<file path="config.mk">
export PLATFORM = sky130hd
export DESIGN_NAME = uart_rx_fifo
export DESIGN_NICKNAME = d
export VERILOG_FILES = /design/src/rtl/uart_rx_fifo.sv
export SDC_FILE = /design/constraint.sdc
export NUM_CORES = 1
export LEC_CHECK = 0
export CORE_MARGIN = 5
export CORE_UTILIZATION = 45
export CTS_CLUSTER_DIAMETER = 40
export DETAILED_ROUTE_END_ITERATION = 8
export DONT_BUFFER_PORTS = 1
export PLACE_DENSITY = 0.64
export SETUP_SLACK_MARGIN = 0.05
export SLEW_MARGIN = 20
export SYNTH_ARGS = -nofsm -noshare
export SYNTH_HDL_FRONTEND = slang
export SYNTH_SLANG_ARGS = --single-unit
</file>
<file path="constraint.sdc">
create_clock -name clk -period 2.7 [get_ports clk]
set_input_delay 0 -clock clk [delete_from_list [all_inputs] [get_ports clk]]
set_output_delay 0 -clock clk [all_outputs]
set_load 0.02 [all_outputs]
</file>
<file path="src/rtl/uart_rx_fifo.sv">
`default_nettype none
// ============================================================================
// uart_rx_fifo : oversampled UART receiver (8N1) feeding a FWFT byte FIFO.
// Optional macro UART_RX_PARITY_EN: 8E1 framing with a parity_err pulse.
// Revision: 1.0
// ============================================================================
module uart_rx_fifo #(
    parameter int CLOCK_FREQ = 62500000,
    parameter int BAUD_RATE  = 115200,
    parameter int FIFO_AW    = 4
) (
    input  logic               clk,
    input  logic               rst_n,
    input  logic               rx,
    output logic [7:0]         out_data,
    output logic               out_valid,
    input  logic               out_ready,
    output logic [FIFO_AW:0]   count,
    output logic               overflow,
    input  logic               clr_ovf,
`ifdef UART_RX_PARITY_EN
    output logic               parity_err,
`endif
    output logic               frame_err
);

    localparam int DIV   = CLOCK_FREQ / BAUD_RATE;
    localparam int DEPTH = 1 << FIFO_AW;
    localparam int CW    = (DIV > 2) ? $clog2(DIV) : 1;

    localparam logic [CW-1:0] C_HALF = CW'(DIV / 2 - 1);
    localparam logic [CW-1:0] C_FULL = CW'(DIV - 1);

    localparam logic [2:0] S_IDLE   = 3'd0;
    localparam logic [2:0] S_START  = 3'd1;
    localparam logic [2:0] S_DATA   = 3'd2;
    localparam logic [2:0] S_PARITY = 3'd3;
    localparam logic [2:0] S_STOP   = 3'd4;

    logic              rx_meta_q, rxs_q, rxs_prev_q;
    logic [2:0]        state_q, state_d;
    logic [CW-1:0]     c_q, c_d;
    logic [2:0]        i_q, i_d;
    logic [7:0]        shreg_q, shreg_d;
    logic              frame_err_q, frame_err_d;
`ifdef UART_RX_PARITY_EN
    logic              parity_bad_q, parity_bad_d;
    logic              parity_err_q, parity_err_d;
`endif

    logic [7:0]        mem [DEPTH];
    logic [FIFO_AW-1:0] wr_ptr_q, wr_ptr_d, rd_ptr_q, rd_ptr_d;
    logic [FIFO_AW:0]  count_q, count_d;
    logic              overflow_q, overflow_d;
    logic [7:0]        last_q, last_d;

    logic w_push, w_full, w_valid, w_pop, w_wr, w_drop;

    always_comb begin
        state_d     = state_q;
        c_d         = c_q;
        i_d         = i_q;
        shreg_d     = shreg_q;
        frame_err_d = 1'b0;
        w_push      = 1'b0;
`ifdef UART_RX_PARITY_EN
        parity_bad_d = parity_bad_q;
        parity_err_d = 1'b0;
`endif
        case (state_q)
            S_IDLE: begin
                if (rxs_prev_q && !rxs_q) begin
                    state_d = S_START;
                    c_d     = '0;
                end
            end
            S_START: begin
                if (c_q == C_HALF) begin
                    c_d     = '0;
                    i_d     = '0;
                    state_d = rxs_q ? S_IDLE : S_DATA;
                end else begin
                    c_d = c_q + 1'b1;
                end
            end
            S_DATA: begin
                if (c_q == C_FULL) begin
                    shreg_d[i_q] = rxs_q;
                    c_d          = '0;
                    if (i_q == 3'd7) begin
`ifdef UART_RX_PARITY_EN
                        state_d = S_PARITY;
`else
                        state_d = S_STOP;
`endif
                    end else begin
                        i_d = i_q + 3'd1;
                    end
                end else begin
                    c_d = c_q + 1'b1;
                end
            end
`ifdef UART_RX_PARITY_EN
            S_PARITY: begin
                if (c_q == C_FULL) begin
                    // Even parity: the parity bit equals the XOR of the data bits.
                    parity_bad_d = rxs_q ^ (^shreg_q);
                    c_d          = '0;
                    state_d      = S_STOP;
                end else begin
                    c_d = c_q + 1'b1;
                end
            end
`endif
            S_STOP: begin
                if (c_q == C_FULL) begin
                    // Return at mid-stop so the next start edge is caught early.
                    state_d = S_IDLE;
                    c_d     = '0;
`ifdef UART_RX_PARITY_EN
                    parity_err_d = parity_bad_q;
                    w_push       = rxs_q && !parity_bad_q;
`else
                    w_push       = rxs_q;
`endif
                    frame_err_d  = !rxs_q;
                end else begin
                    c_d = c_q + 1'b1;
                end
            end
            default: state_d = S_IDLE;
        endcase
    end

    always_comb begin
        w_full     = count_q[FIFO_AW];
        w_valid    = (count_q != '0);
        w_pop      = w_valid && out_ready;
        w_wr       = w_push && (!w_full || w_pop);
        w_drop     = w_push && w_full && !w_pop;
        wr_ptr_d   = w_wr  ? wr_ptr_q + 1'b1 : wr_ptr_q;
        rd_ptr_d   = w_pop ? rd_ptr_q + 1'b1 : rd_ptr_q;
        last_d     = w_pop ? mem[rd_ptr_q] : last_q;
        count_d    = count_q;
        if (w_wr && !w_pop) begin
            count_d = count_q + 1'b1;
        end else if (!w_wr && w_pop) begin
            count_d = count_q - 1'b1;
        end
        overflow_d = w_drop ? 1'b1 : (clr_ovf ? 1'b0 : overflow_q);
    end

    always_ff @(posedge clk) begin
        if (!rst_n) begin
            rx_meta_q    <= 1'b1;
            rxs_q        <= 1'b1;
            rxs_prev_q   <= 1'b1;
            state_q      <= S_IDLE;
            c_q          <= '0;
            i_q          <= '0;
            shreg_q      <= '0;
            frame_err_q  <= 1'b0;
`ifdef UART_RX_PARITY_EN
            parity_bad_q <= 1'b0;
            parity_err_q <= 1'b0;
`endif
            wr_ptr_q     <= '0;
            rd_ptr_q     <= '0;
            count_q      <= '0;
            overflow_q   <= 1'b0;
            last_q       <= '0;
        end else begin
            rx_meta_q    <= rx;
            rxs_q        <= rx_meta_q;
            rxs_prev_q   <= rxs_q;
            state_q      <= state_d;
            c_q          <= c_d;
            i_q          <= i_d;
            shreg_q      <= shreg_d;
            frame_err_q  <= frame_err_d;
`ifdef UART_RX_PARITY_EN
            parity_bad_q <= parity_bad_d;
            parity_err_q <= parity_err_d;
`endif
            wr_ptr_q     <= wr_ptr_d;
            rd_ptr_q     <= rd_ptr_d;
            count_q      <= count_d;
            overflow_q   <= overflow_d;
            last_q       <= last_d;
        end
    end

    always_ff @(posedge clk) begin
        if (rst_n && w_wr) begin
            mem[wr_ptr_q] <= shreg_q;
        end
    end

    // When empty, present the most recently popped byte rather than stale memory.
    assign out_data  = w_valid ? mem[rd_ptr_q] : last_q;
    assign out_valid = w_valid;
    assign count     = count_q;
    assign overflow  = overflow_q;
    assign frame_err = frame_err_q;
`ifdef UART_RX_PARITY_EN
    assign parity_err = parity_err_q;
`endif

endmodule
`default_nettype wire

</file>
==> run metrics, run 1 <==
Die Area=19400 um2; Critical path origin=c_q[7]; Setup TNS Final=-0.0227 ns; Synthesized Nets=between 500 and 600; global-route wire length before repair=about 26000 um; violated checks=negative setup slack; Simple-Gate Fraction of Synth Area=approximately a tenth; Multi-input gate area=2480 um2; Hold WS=approximately 0.025 ns; Final Net Count=between 600 and 700; worst hold path class=in -> reg; Cell Pwr Density=581 nW/um2; CP Capture Type=flip-flop; Final Util=55.9%; Synth Area in Compound Gates=6.95%; crit path launch type=flip-flop; Worst VDD drop=around 0.52 mV; root buffer cell=clkbuf_16; clk sinks=between 150 and 200; most frequent cells after synthesis=edfxtp_1, dfxtp_1, nor2_1, nand2_1, mux4_2; vias=4645; post-synth top area share=between 50 and 60%; share of post-route cells with drive strength above 1=21.6%; cell leakage power=about 3.5 nW; post-synth cell types=between 50 and 60; Synth Area in Adders=2.73%; fin cells=about 850; Async SR Flop Fraction=0%; Ant. Diodes=0; hold path start=out_ready; worst-margin pin slew=0.885 ns; Net Sw Power=1.07 mW; register area=4930 um2; antenna violations before repair=0; placed cells=about 770; CP max FO=4; Final GP Congestion=slightly below 0.9; gr usage total=17.0%; IO Pins=21; Yosys Warn Count=0; multiplexer area fraction after synthesis=between 10% and 20%; WS Path Type=reg -> reg; total CTS buffers=17; Net Sw Frac=20.1%; Syn-to-layout area delta=22.7%; Core Rows=47; Synth Area in XOR/XNOR=under 10%; Buffers on Ports=0; Max-slew headroom=40.7%; clock transition at the registers of the reported paths=0.07 ns; RSZ-0062 raised after global routing=true; total core area=~16000 um2; reg2reg setup slack=-0.02 ns; reg2reg start=c_q[7]; Max clock buf depth=2; Synth area leaders=edfxtp_1, dfxtp_1, mux4_2; largest net degree at the start of global routing=38; Final Hold Viols=0; Pre-antenna DRT Iters=4; part of the power in the clock network=42.9%; starting density of the core=between 40% and 50%; H-tree levels=4; Critical Path AT=between 3 and 4 ns; Detail Route Antenna Nets=0; fmax=0.367 GHz; Cells after Synth=523; worst skew pair latency=0.42 ns; skew final=about 0.009 ns; Routed Wire Length=around 16000 um; vias in the first global route=approximately 4.7k; Via density=5.44; Final HPWL DP=roughly 10000 um; Remaining Overflow, GRT=0; Synth area leader=edfxtp_1; Slew Limit Fails=0; Final WS setup=-0.0227 ns; largest family of logic cells by synthesized area=multiplexers; routed len/inst=around 19 um; Main synth FF type=edfxtp_1; Period Utilization, post-route=101%; P_int=around 4.3 mW; TritonCTS clock tree=done; outcome=finished, violations left; CP required=about 3.1 ns; top-count cell post-synth=edfxtp_1; Netlist Area Pre-Place=7510 um2; Seq/Total Area, Yosys=about two thirds; Comb pwr share=~1.8%; die width=139 um; fillers=about 1.3k; Post-synth EDFFs=128; MaxCap Viol Count=0; Synth Area per Inst=about 14 um2; final number of setup-violating endpoints=1; Seq cells post-synth=around 180; Initial DRC Count=between 200 and 300; final worst path period need=approximately 2.7 ns; die height=approximately 140 um; # DRC=0; Flop pwr share=a little under three fifths
repair_timing:
action                                  in CTS  in global routing
endpoints found under the hold margin       29                  0
resized for setup                            1                  8
pin swaps                                    3                  5
endpoints found under the setup margin       1                 14
hold buffers                                48                  0
setup buffers                                3                  3
sequential cells by signal, summed over array words and instances, names as in the netlist, named ones only:
name,cells
mem,128
shreg_q,8
rd_ptr_q,4
rxs_prev_q,1
c_q,10
overflow,1
frame_err,1
i_q,3
rxs_q,1
state_q,3
last_q,8
wr_ptr_q,4
rx_meta_q,1
count,5
routing by layer:
metal | track usage (%) | share of wire [%] | vias up
li1 | - | - | 2183
met4 | 4.12 | 0.79 | 0
met3 | 3.66 | 3.4 | 9
met2 | 29.1 | 53 | 97
met1 | 22.3 | 43 | 2356
met5 | 0 | 0 | -
cell usage in the layout (no fill, tap or decap), types with 20 or more instances in the layout:
cell type	instances
dlygate4sd3_1	48
nand2_1	44
edfxtp_1	128
a22o_1	20
mux4_2	32
nor2_1	49
buf_4	51
o21ai_0	27
dfxtp_1	50
per-stage QoR:
stage               setup slack, ns  total power [mW]  cell area, um2
floorplan                   0.00506              3.09            7530
global placement             0.0260              3.10            8090
detailed placement          0.00786              3.11            8090
global route                 -0.166              5.55            9210
finish                      -0.0227              5.36            9210
CTS                          0.0491              5.40            9150
area by class of cell:
cell class / instances / share of cell area [%]
clock buffers: 22 / 5.27
inverters: 13 / 0.584
clock inverters: 10 / 0.747
multi-input cells: 304 / 26.9
repair buffers: 103 / 9.96
flip-flops and latches: 182 / 53.5
well taps: 220 / 2.99
cells by family (layout without fill, tap and decap cells):
family / Yosys count / count (layout)
compound gates: 78 / 78
xor+xnor: 11 / 11
fa+ha+maj: 16 / 16
buf+inv: 37 / 148
flops: 182 / 182
mux: 46 / 46
simple gates: 153 / 153
power by group through the flow:
stage	clock network [mW]	registers (mW)	logic [mW]
after floorplan	0	3.02	0.0714
after global placement	0	3.02	0.0847
after detailed placement	0	3.02	0.0884
after CTS	2.34	2.96	0.0972
after global routing	2.48	2.96	0.108
final	2.30	2.96	0.0981
worst paths after layout:
| kind | endpoint | depth (start not counted) |
|---|---|---|
| hold reg to reg | c_q[2] | 1 |
| setup / recovery | count[4] | 12 |
| setup reg to reg | count[4] | 12 |
| hold / removal | rd_ptr_q[1] | 4 |
critical path: stages (launching register included):
cell and delay (ns):
dfxtp_1 0.31, or3_4 0.41, nor4_4 0.30, nand3_2 0.15, inv_4 0.09, ha_4 0.15
inv_4 0.05, fa_2 0.33, a21o_1 0.18, a21oi_2 0.16, xnor2_1 0.09, or3_1 0.30
a21oi_1 0.12
Power figures use the tool's default switching activity.
==> inputs of run 2 (changes only) <==
- CORE_MARGIN: 5 -> 3
- SLEW_MARGIN: 20 -> 30
==> run metrics, run 2 (synthesis gave the netlist of run 1 again) <==
WS Path Type=reg -> reg; global-route wire length before repair=25800 um (+0.57%); cell leakage power=3.52 nW (-0.32%); CP delay by family, top=simple AND/OR/NAND/NOR gates; most frequent cells in the layout=edfxtp_1, buf_4, dfxtp_1; Cell Area, Placed=8110 um2 (+0.19%); final number of setup-violating endpoints=0 (-1); Critical Path AT=3.04 ns (-0.03 ns); H-tree levels=4 (unchanged); total CTS buffers=17 (unchanged); worst-margin pin slew=0.923 ns (+0.0375 ns); fin cells=843 (-1.3%); CP max FO=4 (unchanged); Power Total=5.64 mW (+5.3%); vias in the first global route=4686 (-0.38%); Final WS setup=0.0204 ns (+0.0430 ns); vias=4652 (+0.15%); worst hold path class=in -> reg; DR WL met2=8410 um (-0.18%); clk sinks=182 (unchanged); final worst path period need=2.68 ns (-0.0430 ns); Via density=5.52 (+1.5%); clock transition at the registers of the reported paths=0.07 ns (about the same); Syn-to-layout area delta=22.7% (about the same); fillers=1283 (-1.7%); commonest non-fill, non-tap cell in the layout=edfxtp_1; IO Pins=21 (unchanged); uppermost layer routed=met4; Final Hold Viols=0 (unchanged); Final Net Count=634 (-1.1%); starting density of the core=46.6% (+0.99 points); Core Rows=46 (-2.1%); die width=135 um (-2.9%); Pre-antenna DRT Iters=4 (unchanged); Cell Pwr Density=612 nW/um2 (+5.2%); Hold Crit Depth=4 (unchanged); met3 routed WL=586 um (+6.9%); Max clock buf depth=2 (unchanged); Max-slew headroom=38.2% (-2.5 points); total core area=16100 um2 (-2.1%); Buf/Inv on CP=2 (unchanged); Initial DRC Count=268 (-1.5%); crit path launch type=flip-flop; Period Utilization, post-route=99.2% (-1.6 points); Regs by FF count=mem: 128 flops, c_q: 10 flops; die height=135 um (-2.9%); Remaining Overflow, GRT=0 (unchanged); Reg with most FFs=mem; critical path's largest stage delay=0.40 ns (about the same); Setup TNS Final=0 ns (+0.0227 ns); met1 wire length=6850 um (-0.36%); Final Util=57.2% (+1.2 points); Hold WS=0.0161 ns (-0.00931 ns); Die Area=18300 um2 (-5.7%); routed len/inst=19.2 um (+2.5%); slowest CP cell=or3_4; fin area=9220 um2 (about the same); Worst VDD drop=0.475 mV (-9.4%); MaxCap Viol Count=0 (unchanged); hold path start=out_ready; Ant. Diodes=0 (unchanged); gr usage total=18.9% (+1.9 points); Slew Limit Fails=0 (unchanged); # DRC=0 (unchanged); fmax=0.373 GHz (+1.6%); reg2reg start=c_q[6]; Final HPWL DP=10200 um (+1.2%); TritonCTS clock tree=done; Critical R2R Capture=count[4]; share of post-route cells with drive strength above 1=22.3% (+0.72 points); Buffers on Ports=0 (unchanged); root buffer cell=clkbuf_16; placed cells=765 (-0.39%); RSZ-0062 raised after global routing=true; outcome=finished, final reports clean; Worst Hold End=rd_ptr_q[1]; CP Capture Type=flip-flop; worst skew pair latency=0.43 ns (about the same); Place WS=-0.00452 ns (-0.0124 ns); Routed Wire Length=16200 um (+1.2%); CP required=3.06 ns (about the same); Final GP Congestion=0.884 (+1.3%); antenna violations before repair=0 (unchanged); largest net degree at the start of global routing=38 (unchanged); crit-path cells=or3_4 -> nor4_4 -> nand3_2 -> inv_4 -> ha_4 -> inv_2 -> ha_1 -> a21o_1 -> a21oi_2 -> xnor2_1 -> or3_1 -> a21oi_1; FF-to-FF path depth=12 (unchanged); Detail Route Antenna Nets=0 (unchanged); flip-flop count of the largest register after layout=128 (unchanged); reg2reg setup slack=0.02 ns (+0.04 ns); skew final=0.00711 ns (-0.00188 ns)
[run 2: cell count changes in the layout (fill, tap and decap cells not counted), sizes merged]
cell and delta:
dlygate4sd3 -7, clkinv -4, clkbuf +2, inv +2
[run 2: final cells by class]
cell class | instances | area (um2) | area share, %
clock buffer | 24 | 578 | 6.27
multi-input combinational | 304 | 2470 | 26.8
clock inverter | 8 | 66.3 | 0.720
inverter | 13 | 51.3 | 0.557
timing repair buffer | 96 | 848 | 9.20
tap | 216 | 270 | 2.93
sequential | 182 | 4930 | 53.5
[run 2: how the worst max path moves through the flow]
stage / start / to / slack (ns) / cells after the start
2_1_floorplan: c_q[6] / count[4] / 0.005 / 12
3_5_place_dp: c_q[6] / count[4] / -0.005 / 12
4_1_cts: state_q[2] / count[4] / 0.03 / 12
3_3_place_gp: c_q[6] / count[4] / 0.03 / 12
5_1_grt: c_q[6] / count[4] / -0.13 / 12
6_report: c_q[6] / count[4] / 0.02 / 12
[run 2: worst register-to-register path, delay by kind of cell, from the launching register on]
kind | cells | cell delay [ns]
simple gates | 4 | 1.14
fa+ha+maj | 2 | 0.46
flops | 1 | 0.32
xor+xnor | 1 | 0.09
buf+inv | 2 | 0.15
compound gates | 3 | 0.45
[run 2: layer usage]
layer | up-vias | track usage, %
li1 | 2166 | -
met1 | 2380 | 23.7
met2 | 78 | 32.4
met3 | 28 | 4.49
met4 | 0 | 6.55
met5 | - | 0
[run 2: what timing repair did]
item | in CTS | in global routing
pin swaps | 3 | 2
setup endpoints to repair | 1 | 16
hold endpoints to repair | 29 | 0
gates cloned | 0 | 0
gates resized for setup | 2 | 4
setup buffers | 3 | 2
hold buffers | 41 | 0
[run 2: where the power goes]
group	internal, mW	total (mW)	switching [mW]
sequential	2.95	2.96	0.00448
clock	1.52	2.58	1.06
combinational	0.0413	0.100	0.0590
total	4.52	5.64	1.12
==> inputs of run 3 (changes only) <==
- MAX_ROUTING_LAYER: unset -> met4
==> run metrics, run 3 (synthesis gave the netlist of run 1 again) <==
Max clock buf depth=2 (unchanged); Max-slew headroom=38.3% (+0.084 points); Final Hold Viols=0 (unchanged); IO Pins=21 (unchanged); skew final=0.0122 ns (+0.00509 ns); die width=135 um (unchanged); # DRC=0 (unchanged); MaxCap Viol Count=0 (unchanged); met2 Resource Use GR=32.4% (about the same); Final Util=57.2% (unchanged); Worst VDD drop=0.473 mV (-0.48%); RSZ-0062 raised after global routing=true; CP Capture Type=flip-flop; root buffer cell=clkbuf_16; outcome=finished, final reports clean; total CTS buffers=17 (unchanged); worst-margin pin slew=0.921 ns (-0.00126 ns); Detail Route Antenna Nets=0 (unchanged); Reg with most FFs=mem; Cell Area, Placed=8110 um2 (unchanged); Syn-to-layout area delta=22.7% (unchanged); CP max FO=4 (unchanged); vias=4593 (-1.3%); reg2reg setup slack=0.03 ns (about the same); fmax=0.374 GHz (+0.24%); total core area=16100 um2 (unchanged); crit path launch type=flip-flop; H-tree levels=4 (unchanged); placed cells=765 (unchanged); clk sinks=182 (unchanged); CP required=3.06 ns (about the same); grt met3 use=4.16% (-0.33 points); global route hottest layer=met2; Period Utilization, post-route=99.0% (-0.24 points); commonest non-fill, non-tap cell in the layout=edfxtp_1; antenna violations before repair=0 (unchanged); Pre-antenna DRT Iters=4 (unchanged); fin cells=843 (unchanged); Buffers on Ports=0 (unchanged); Via density=5.45 (-1.3%); Slew Limit Fails=0 (unchanged); Remaining Overflow, GRT=0 (unchanged); die height=135 um (unchanged); Critical Path AT=3.03 ns (about the same); cell leakage power=3.52 nW (unchanged); Initial DRC Count=306 (+14%); global-route wire length before repair=25700 um (-0.24%); Final HPWL DP=10200 um (unchanged); Core Rows=46 (unchanged); Cell Pwr Density=611 nW/um2 (-0.15%); Routed Wire Length=16100 um (-0.61%); largest net degree at the start of global routing=38 (unchanged); clock transition at the registers of the reported paths=0.07 ns (about the same); Final Net Count=634 (unchanged); met1 global-route usage=23.6% (-0.13 points); flip-flop count of the largest register after layout=128 (unchanged); final worst path period need=2.67 ns (-0.00636 ns); most frequent cells in the layout=edfxtp_1, buf_4, dfxtp_1; routed len/inst=19.1 um (-0.61%); final number of setup-violating endpoints=0 (unchanged); Power Total=5.63 mW (-0.15%); share of post-route cells with drive strength above 1=22.3% (unchanged); TritonCTS clock tree=done; gr usage total=19.5% (+0.51 points); Regs by FF count=mem: 128 flops, c_q: 10 flops; Ant. Diodes=0 (unchanged); worst hold path class=in -> reg; vias in the first global route=4686 (unchanged); Die Area=18300 um2 (unchanged); worst skew pair latency=0.44 ns (about the same); fin area=9220 um2 (unchanged); WS Path Type=reg -> reg; starting density of the core=46.6% (unchanged); Final GP Congestion=0.899 (+1.7%)
## run 3: cell counts in the layout (fill, tap and decap cells not counted)
No cell type changed its count.
## run 3: worst max-delay path: stages (launching register included)
cell,delay (ns)
dfxtp_2,0.32
or3_4,0.40
nor4_4,0.30
nand3_2,0.14
inv_4,0.09
ha_4,0.14
inv_2,0.06
ha_1,0.32
a21o_1,0.20
a21oi_2,0.13
xnor2_1,0.08
or3_1,0.30
a21oi_1,0.12
## run 3: routing by layer
| layer | up-vias | routed length, um |
|---|---|---|
| li1 | 2174 | - |
| met1 | 2311 | 6660 |
| met2 | 90 | 8430 |
| met3 | 18 | 725 |
| met4 | 0 | 254 |
| met5 | - | 0 |
## run 3: where the power goes
part	internal [mW]	total, mW	switching, mW
Sequential	2.95	2.96	0.00438
Combinational	0.0413	0.100	0.0587
Clock	1.52	2.57	1.05
Total	4.52	5.63	1.11
## run 3: metrics by stage
step                hold WS (ns)  setup slack [ns]  TNS (ns)
floorplan                  0.101           0.00506         0
global placement          0.0797            0.0340         0
detailed placement        0.0850          -0.00452  -0.00452
CTS                     0.000390            0.0295         0
global route              0.0237            -0.128    -0.128
finish                    0.0166            0.0267         0
## run 3: worst paths after layout
path,endpoint,start,cells after the start
max,count[4],c_q[6],12
max reg2reg,count[4],c_q[6],12
min,rd_ptr_q[1],out_ready,4
min reg2reg,c_q[2],c_q[2],1
## run 3: area by class of cell
| class | count | area [um2] |
|---|---|---|
| Fill cell | 1283 | 6900 |
| Clock buffer | 24 | 578 |
| Tap cell | 216 | 270 |
| Sequential cell | 182 | 4930 |
| Inverter | 13 | 51.3 |
| Clock inverter | 8 | 66.3 |
| Multi-Input combinational cell | 304 | 2470 |
| Timing Repair Buffer | 96 | 848 |
## run 3: repair_timing
item / CTS / global route
pin swaps: 3 / 2
resized for setup: 2 / 4
hold endpoints to repair: 29 / 0
endpoints found under the setup margin: 1 / 15
hold buffers: 41 / 0
buffers inserted: 3 / 2
